### src/rtl/result_tx_streamer.sv
// Result byte streamer: buffers DATA_W-bit results in a small FIFO and
// serialises each one into NBYTES UART bytes through a tx_start/tx_busy
// handshake, with selectable byte order and a programmable inter-byte gap.
module result_tx_streamer #(
  parameter int DATA_W           = 32,
  parameter int DEPTH            = 4,
  parameter int INTER_BYTE_DELAY = 1000000
) (
  input  logic                       clk,
  input  logic                       reset,
  input  logic [DATA_W-1:0]          in_data,
  input  logic                       in_valid,
  output logic                       in_ready,
  input  logic                       msb_first,
  input  logic                       tx_busy,
  output logic                       tx_start,
  output logic [7:0]                 tx_data,
  output logic                       word_done,
  output logic [$clog2(DEPTH+1)-1:0] fifo_count,
  output logic                       idle
);

  localparam int NBYTES   = (DATA_W + 7) / 8;
  localparam int SW       = NBYTES * 8;
  localparam int PW       = $clog2(DEPTH);
  localparam int CW       = $clog2(DEPTH + 1);
  localparam int BW       = $clog2(NBYTES + 1);
  localparam int GW       = (INTER_BYTE_DELAY > 0) ? $clog2(INTER_BYTE_DELAY + 1) : 1;
  localparam int GAP_LAST = (INTER_BYTE_DELAY > 0) ? INTER_BYTE_DELAY - 1 : 0;

  localparam logic [BW-1:0] LAST_BYTE = BW'(NBYTES - 1);
  localparam logic [GW-1:0] GAP_END   = GW'(GAP_LAST);
  localparam logic [CW-1:0] FULL_CNT  = CW'(DEPTH);

  typedef enum logic [2:0] {
    IDLE, LOAD, START, WAIT_HI, WAIT_LO, GAP
  } state_t;

  state_t            state, state_next;
  logic [DATA_W:0]   mem [DEPTH];
  logic [PW-1:0]     wr_ptr, rd_ptr;
  logic              push, pop;
  logic [SW-1:0]     shift_word;
  logic              shift_msb;
  logic [BW-1:0]     byte_idx;
  logic [GW-1:0]     gap_cnt;
  logic              last_byte;
  logic              byte_adv;

  // Byte lane select; the top byte of a padded word carries zeros above DATA_W.
  function automatic logic [7:0] pick_byte(input logic [SW-1:0] w,
                                           input logic          msb,
                                           input logic [BW-1:0] idx);
    logic [BW-1:0] sel;
    sel = msb ? (LAST_BYTE - idx) : idx;
    return w[{sel, 3'b000} +: 8];
  endfunction

  // Ready comes from the registered count only, so a same-cycle pop never frees a full FIFO.
  assign in_ready  = (fifo_count < FULL_CNT);
  assign push      = in_valid && in_ready;
  assign last_byte = (byte_idx == LAST_BYTE);
  assign idle      = (state == IDLE) && (fifo_count == '0);

  // FIFO storage: each entry keeps its byte order flag alongside the word.
  always_ff @(posedge clk) begin
    if (push) mem[wr_ptr] <= {msb_first, in_data};
  end

  // FIFO pointers and occupancy; pointers wrap naturally since DEPTH is a power of two.
  always_ff @(posedge clk or negedge reset) begin
    if (!reset) begin
      wr_ptr     <= '0;
      rd_ptr     <= '0;
      fifo_count <= '0;
    end else begin
      if (push) wr_ptr <= wr_ptr + PW'(1);
      if (pop)  rd_ptr <= rd_ptr + PW'(1);
      case ({push, pop})
        2'b10:   fifo_count <= fifo_count + CW'(1);
        2'b01:   fifo_count <= fifo_count - CW'(1);
        default: fifo_count <= fifo_count;
      endcase
    end
  end

  // FSM state register.
  always_ff @(posedge clk or negedge reset) begin
    if (!reset) state <= IDLE;
    else        state <= state_next;
  end

  // FSM next state and handshake outputs.
  always_comb begin
    state_next = state;
    pop        = 1'b0;
    byte_adv   = 1'b0;
    tx_start   = 1'b0;
    word_done  = 1'b0;
    case (state)
      IDLE: begin
        if (fifo_count != '0) begin
          pop        = 1'b1;
          state_next = LOAD;
        end
      end
      LOAD:    state_next = START;
      START: begin
        tx_start   = 1'b1;
        state_next = WAIT_HI;
      end
      WAIT_HI: begin
        if (tx_busy) state_next = WAIT_LO;
      end
      WAIT_LO: begin
        if (!tx_busy) begin
          word_done = last_byte;
          if (INTER_BYTE_DELAY == 0) begin
            if (last_byte) begin
              state_next = IDLE;
            end else begin
              byte_adv   = 1'b1;
              state_next = LOAD;
            end
          end else begin
            state_next = GAP;
          end
        end
      end
      GAP: begin
        if (gap_cnt == GAP_END) begin
          if (last_byte) begin
            state_next = IDLE;
          end else begin
            byte_adv   = 1'b1;
            state_next = LOAD;
          end
        end
      end
      default: state_next = IDLE;
    endcase
  end

  // Word shift register, loaded from the FIFO head on pop.
  always_ff @(posedge clk) begin
    if (pop) begin
      shift_word <= SW'(mem[rd_ptr][DATA_W-1:0]);
      shift_msb  <= mem[rd_ptr][DATA_W];
    end
  end

  // Byte index, gap counter and the held output byte.
  always_ff @(posedge clk or negedge reset) begin
    if (!reset) begin
      tx_data  <= '0;
      byte_idx <= '0;
      gap_cnt  <= '0;
    end else begin
      if (pop)           byte_idx <= '0;
      else if (byte_adv) byte_idx <= byte_idx + BW'(1);
      if (state == LOAD) tx_data <= pick_byte(shift_word, shift_msb, byte_idx);
      if ((state != GAP) && (state_next == GAP)) gap_cnt <= '0;
      else if (state == GAP)                     gap_cnt <= gap_cnt + GW'(1);
    end
  end

endmodule
### config.mk
export PLATFORM = sky130hd
export DESIGN_NAME = result_tx_streamer
export DESIGN_NICKNAME = d
export VERILOG_FILES = /design/src/rtl/result_tx_streamer.sv
export SDC_FILE = /design/constraint.sdc
export NUM_CORES = 1
export LEC_CHECK = 0
export ABC_AREA = 1
export BUFFER_PORTS_ARGS = -buffer_cell sky130_fd_sc_hd__buf_2
export CORE_MARGIN = 4
export CORE_UTILIZATION = 45
export CTS_BUF_LIST = sky130_fd_sc_hd__clkbuf_8
export CTS_CLUSTER_DIAMETER = 100
export DETAILED_ROUTE_END_ITERATION = 8
export PLACE_DENSITY = 0.64
export SKIP_CTS_REPAIR_TIMING = 1
export SLEW_MARGIN = 20
export SYNTH_ARGS = -nofsm -noshare
export SYNTH_HDL_FRONTEND = slang
export SYNTH_SLANG_ARGS = --single-unit
### constraint.sdc
create_clock -name clk -period 7.8 [get_ports clk]
set_input_delay 0.39 -clock clk [delete_from_list [all_inputs] [get_ports clk]]
set_output_delay 0.39 -clock clk [all_outputs]
set_load 0.03 [all_outputs]
==> metrics.cfg <==
[route]
routedWlPerCell_um=17.2
finalWirelength_um=17500
first_pass_iters=5
dr_total_vias=5401
detail-route-antenna-nets=0
drc=0
drtIter0Drc=293
viasPerCell=5.33

[global_route]
grt_pass1_wl_um=27800
grt.overflow.total=0
grt_max_degree=68
antenna_found_initial=0
grtUsageTotal=0.173
grt_pass1_vias=5494

[worst_setup_path]
end_kind=flop
startpoint_type=flop
worstSetupPathType=flop to flop
crit_required_ps=8180
critical_path.max_fanout=37
cp.arrival_ps=3240

[sta]
final.min_clock_period_ps=2870
rsz0062_at_grt=false
holdWs_ps=17.0
setup_tns_ps=0
finalHoldViolations=0
relSlewSlack=0.332
tightest_slew_ps=1000
fin_crit_sh=0.368
fmax_mhz=349
setup_violations=0
slew_violations=0
clock_skew_ps=9.32

[clocking]
clock_sinks=206
cts_made_buffers=34
cts_tree=yes
clkSlewWorstSetupHoldPaths_ps=60
clock_latency_ps=500
cts-root-buf=clkbuf_8
cts_max_path_buffers=3
htreeDepth=2

[yosys]
ys.flop_type=edfxtp_1
syn_nets=738
ys_async_sr_fraction=0.199
syn_area_sq_um=8370
synth.avg_cell_area_sq_um=12.1
synth_cell_types=35
synth-seq-cells=206
syn_inst=693
synth_edf_count=165
seq_area_frac_synth=0.714
ys.warnings.count=0

[floorplan]
dieArea_sq_um=20800
core_area_sq_um=18100
rows=49
start_util=0.461
die_x_um=144
io_pins=52
die_y_um=144

[place]
io_buffers=51
dp_hpwl_um=10500
gp_congestion=0.857

[power_and_ir_drop]
leakagePower_nw=3.67
vdd_ir_drop_max_uv=189
power_density_nw_per_um2=216

[finish]
nets=805
fillers=1574
area_growth_pct=13.5
antenna_cells=0
drive_above_1_share=0.167

[status]
outcome=finished, final reports clean

[min_path]
hold_path.class=input port to async pin

[job]
max_cap_viol_count=0

## worst max-delay path, stage by stage, from the launching register on
cell and delay (ps):
dfrtp_1 420, inv_1 120, nand2_1 80, inv_1 80, nand2_1 120, nor2_4 780, ha_1 290, inv_1 70
fa_1 380, a21oi_1 140, o21ai_0 110, xor2_1 150
## cells by family (layout without fill, tap and decap cells)
family	after synthesis	count (layout)	synth area share
buffers and inverters	82	174	0.0378
AND/OR/NAND/NOR	240	240	0.126
adder cells (fa/ha/maj)	8	8	0.0129
AO/OA/AOI/OAI	150	150	0.101
flip-flops	206	206	0.714
XOR/XNOR	7	7	0.00732
## power by group
part           total, mW  switching (mW)  internal [mW]
clock network      0.849           0.407          0.442
registers           1.19               0           1.19
logic             0.0193          0.0128        0.00655
## Yosys cell counts (2+ instances only)
library cell / n / area, sq um
buf_2: 6 / 30.0
xnor2_1: 2 / 17.5
nor2_2: 2 / 12.5
or2_2: 9 / 56.3
nor2_1: 120 / 450
nand2_2: 4 / 25.0
o21ai_0: 83 / 415
o22ai_1: 36 / 225
nor3_1: 10 / 50.1
ha_1: 7 / 87.6
inv_1: 52 / 195
nand3_1: 26 / 130
nand4_1: 7 / 43.8
o211ai_1: 9 / 67.6
dfrtp_1: 41 / 1030
xor2_1: 5 / 43.8
o31ai_1: 9 / 67.6
clkbuf_1: 21 / 78.8
edfxtp_1: 165 / 4950
inv_2: 2 / 7.51
a21oi_1: 9 / 45.0
nand2_1: 55 / 206
## placed cells by master, fill, tap and decap left out, types with 2 or more instances in the layout
master | netlist | layout
edfxtp_1 | 165 | 165
nor2_1 | 120 | 115
o21ai_0 | 83 | 83
inv_1 | 52 | 61
nand2_1 | 55 | 55
buf_2 | 6 | 51
dfrtp_1 | 41 | 41
clkbuf_8 | 0 | 37
o22ai_1 | 36 | 36
nand3_1 | 26 | 26
nor3_1 | 10 | 10
o211ai_1 | 9 | 9
a21oi_1 | 9 | 9
o31ai_1 | 9 | 9
or2_2 | 9 | 9
clkinv_1 | 0 | 8
buf_4 | 0 | 8
nand4_1 | 7 | 7
ha_1 | 7 | 7
nor2_2 | 2 | 6
xor2_1 | 5 | 5
nand2_2 | 4 | 4
inv_2 | 2 | 3
clkinv_2 | 0 | 3
nor2_4 | 1 | 2
## through the flow
stage | util | total power [mW] | std cells | area, sq um | worst slack (ps)
2_1_floorplan | - | 1.21 | 693 | 8370 | 4260
3_3_place_gp | 0.489 | 1.23 | 953 | 8880 | 4990
3_5_place_dp | 0.489 | 1.23 | 953 | 8880 | 4900
4_1_cts | 0.523 | 2.08 | 1014 | 9500 | 4900
5_1_grt | 0.524 | 2.14 | 1014 | 9500 | 4670
6_report | 0.524 | 2.05 | 1014 | 9500 | 4930
## flip-flops by register name, indices dropped and copies added (netlist names)
signal	count
shift_word	32
rd_ptr	2
tx_data	8
fifo_count	3
state	3
shift_msb	1
gap_cnt	20
wr_ptr	2
byte_idx	3
mem	132
## path summary, 6_finish.rpt
check	from	end	slack [ps]	depth (start not counted)
hold reg to reg	gap_cnt[16]$_DFFE_PN0P_	gap_cnt[16]$_DFFE_PN0P_	490	1
setup / recovery	state[0]$_DFF_PN0_	fifo_count[2]$_DFFE_PN0P_	4930	11
setup reg to reg	state[0]$_DFF_PN0_	fifo_count[2]$_DFFE_PN0P_	4930	11
min in group clk	in_data[17]	mem[0][17]$_DFFE_PP_	90	1
max in group asynchronous	reset	wr_ptr[1]$_DFFE_PN0P_	7200	1
hold / removal	reset	gap_cnt[4]$_DFFE_PN0P_	20	1
## final cells by class
type                    instances  area, sq um  share of cell area
multi-input cells             405         2100               0.221
flip-flops and latches        206         5980               0.629
clock inverters                24          109              0.0115
repair buffers                 59          315              0.0332
well taps                     229          287              0.0302
clock buffers                  37          509              0.0536
inverters                      54          203              0.0213
## per-layer routing
layer  track usage  up-vias  share of wire
li1              -     2605              -
met1         0.214     2626           0.41
met2         0.302      139           0.51
met3        0.0351       31          0.054
met4        0.0614        0          0.022
met5             0        -              0
Power figures use the tool's default switching activity.
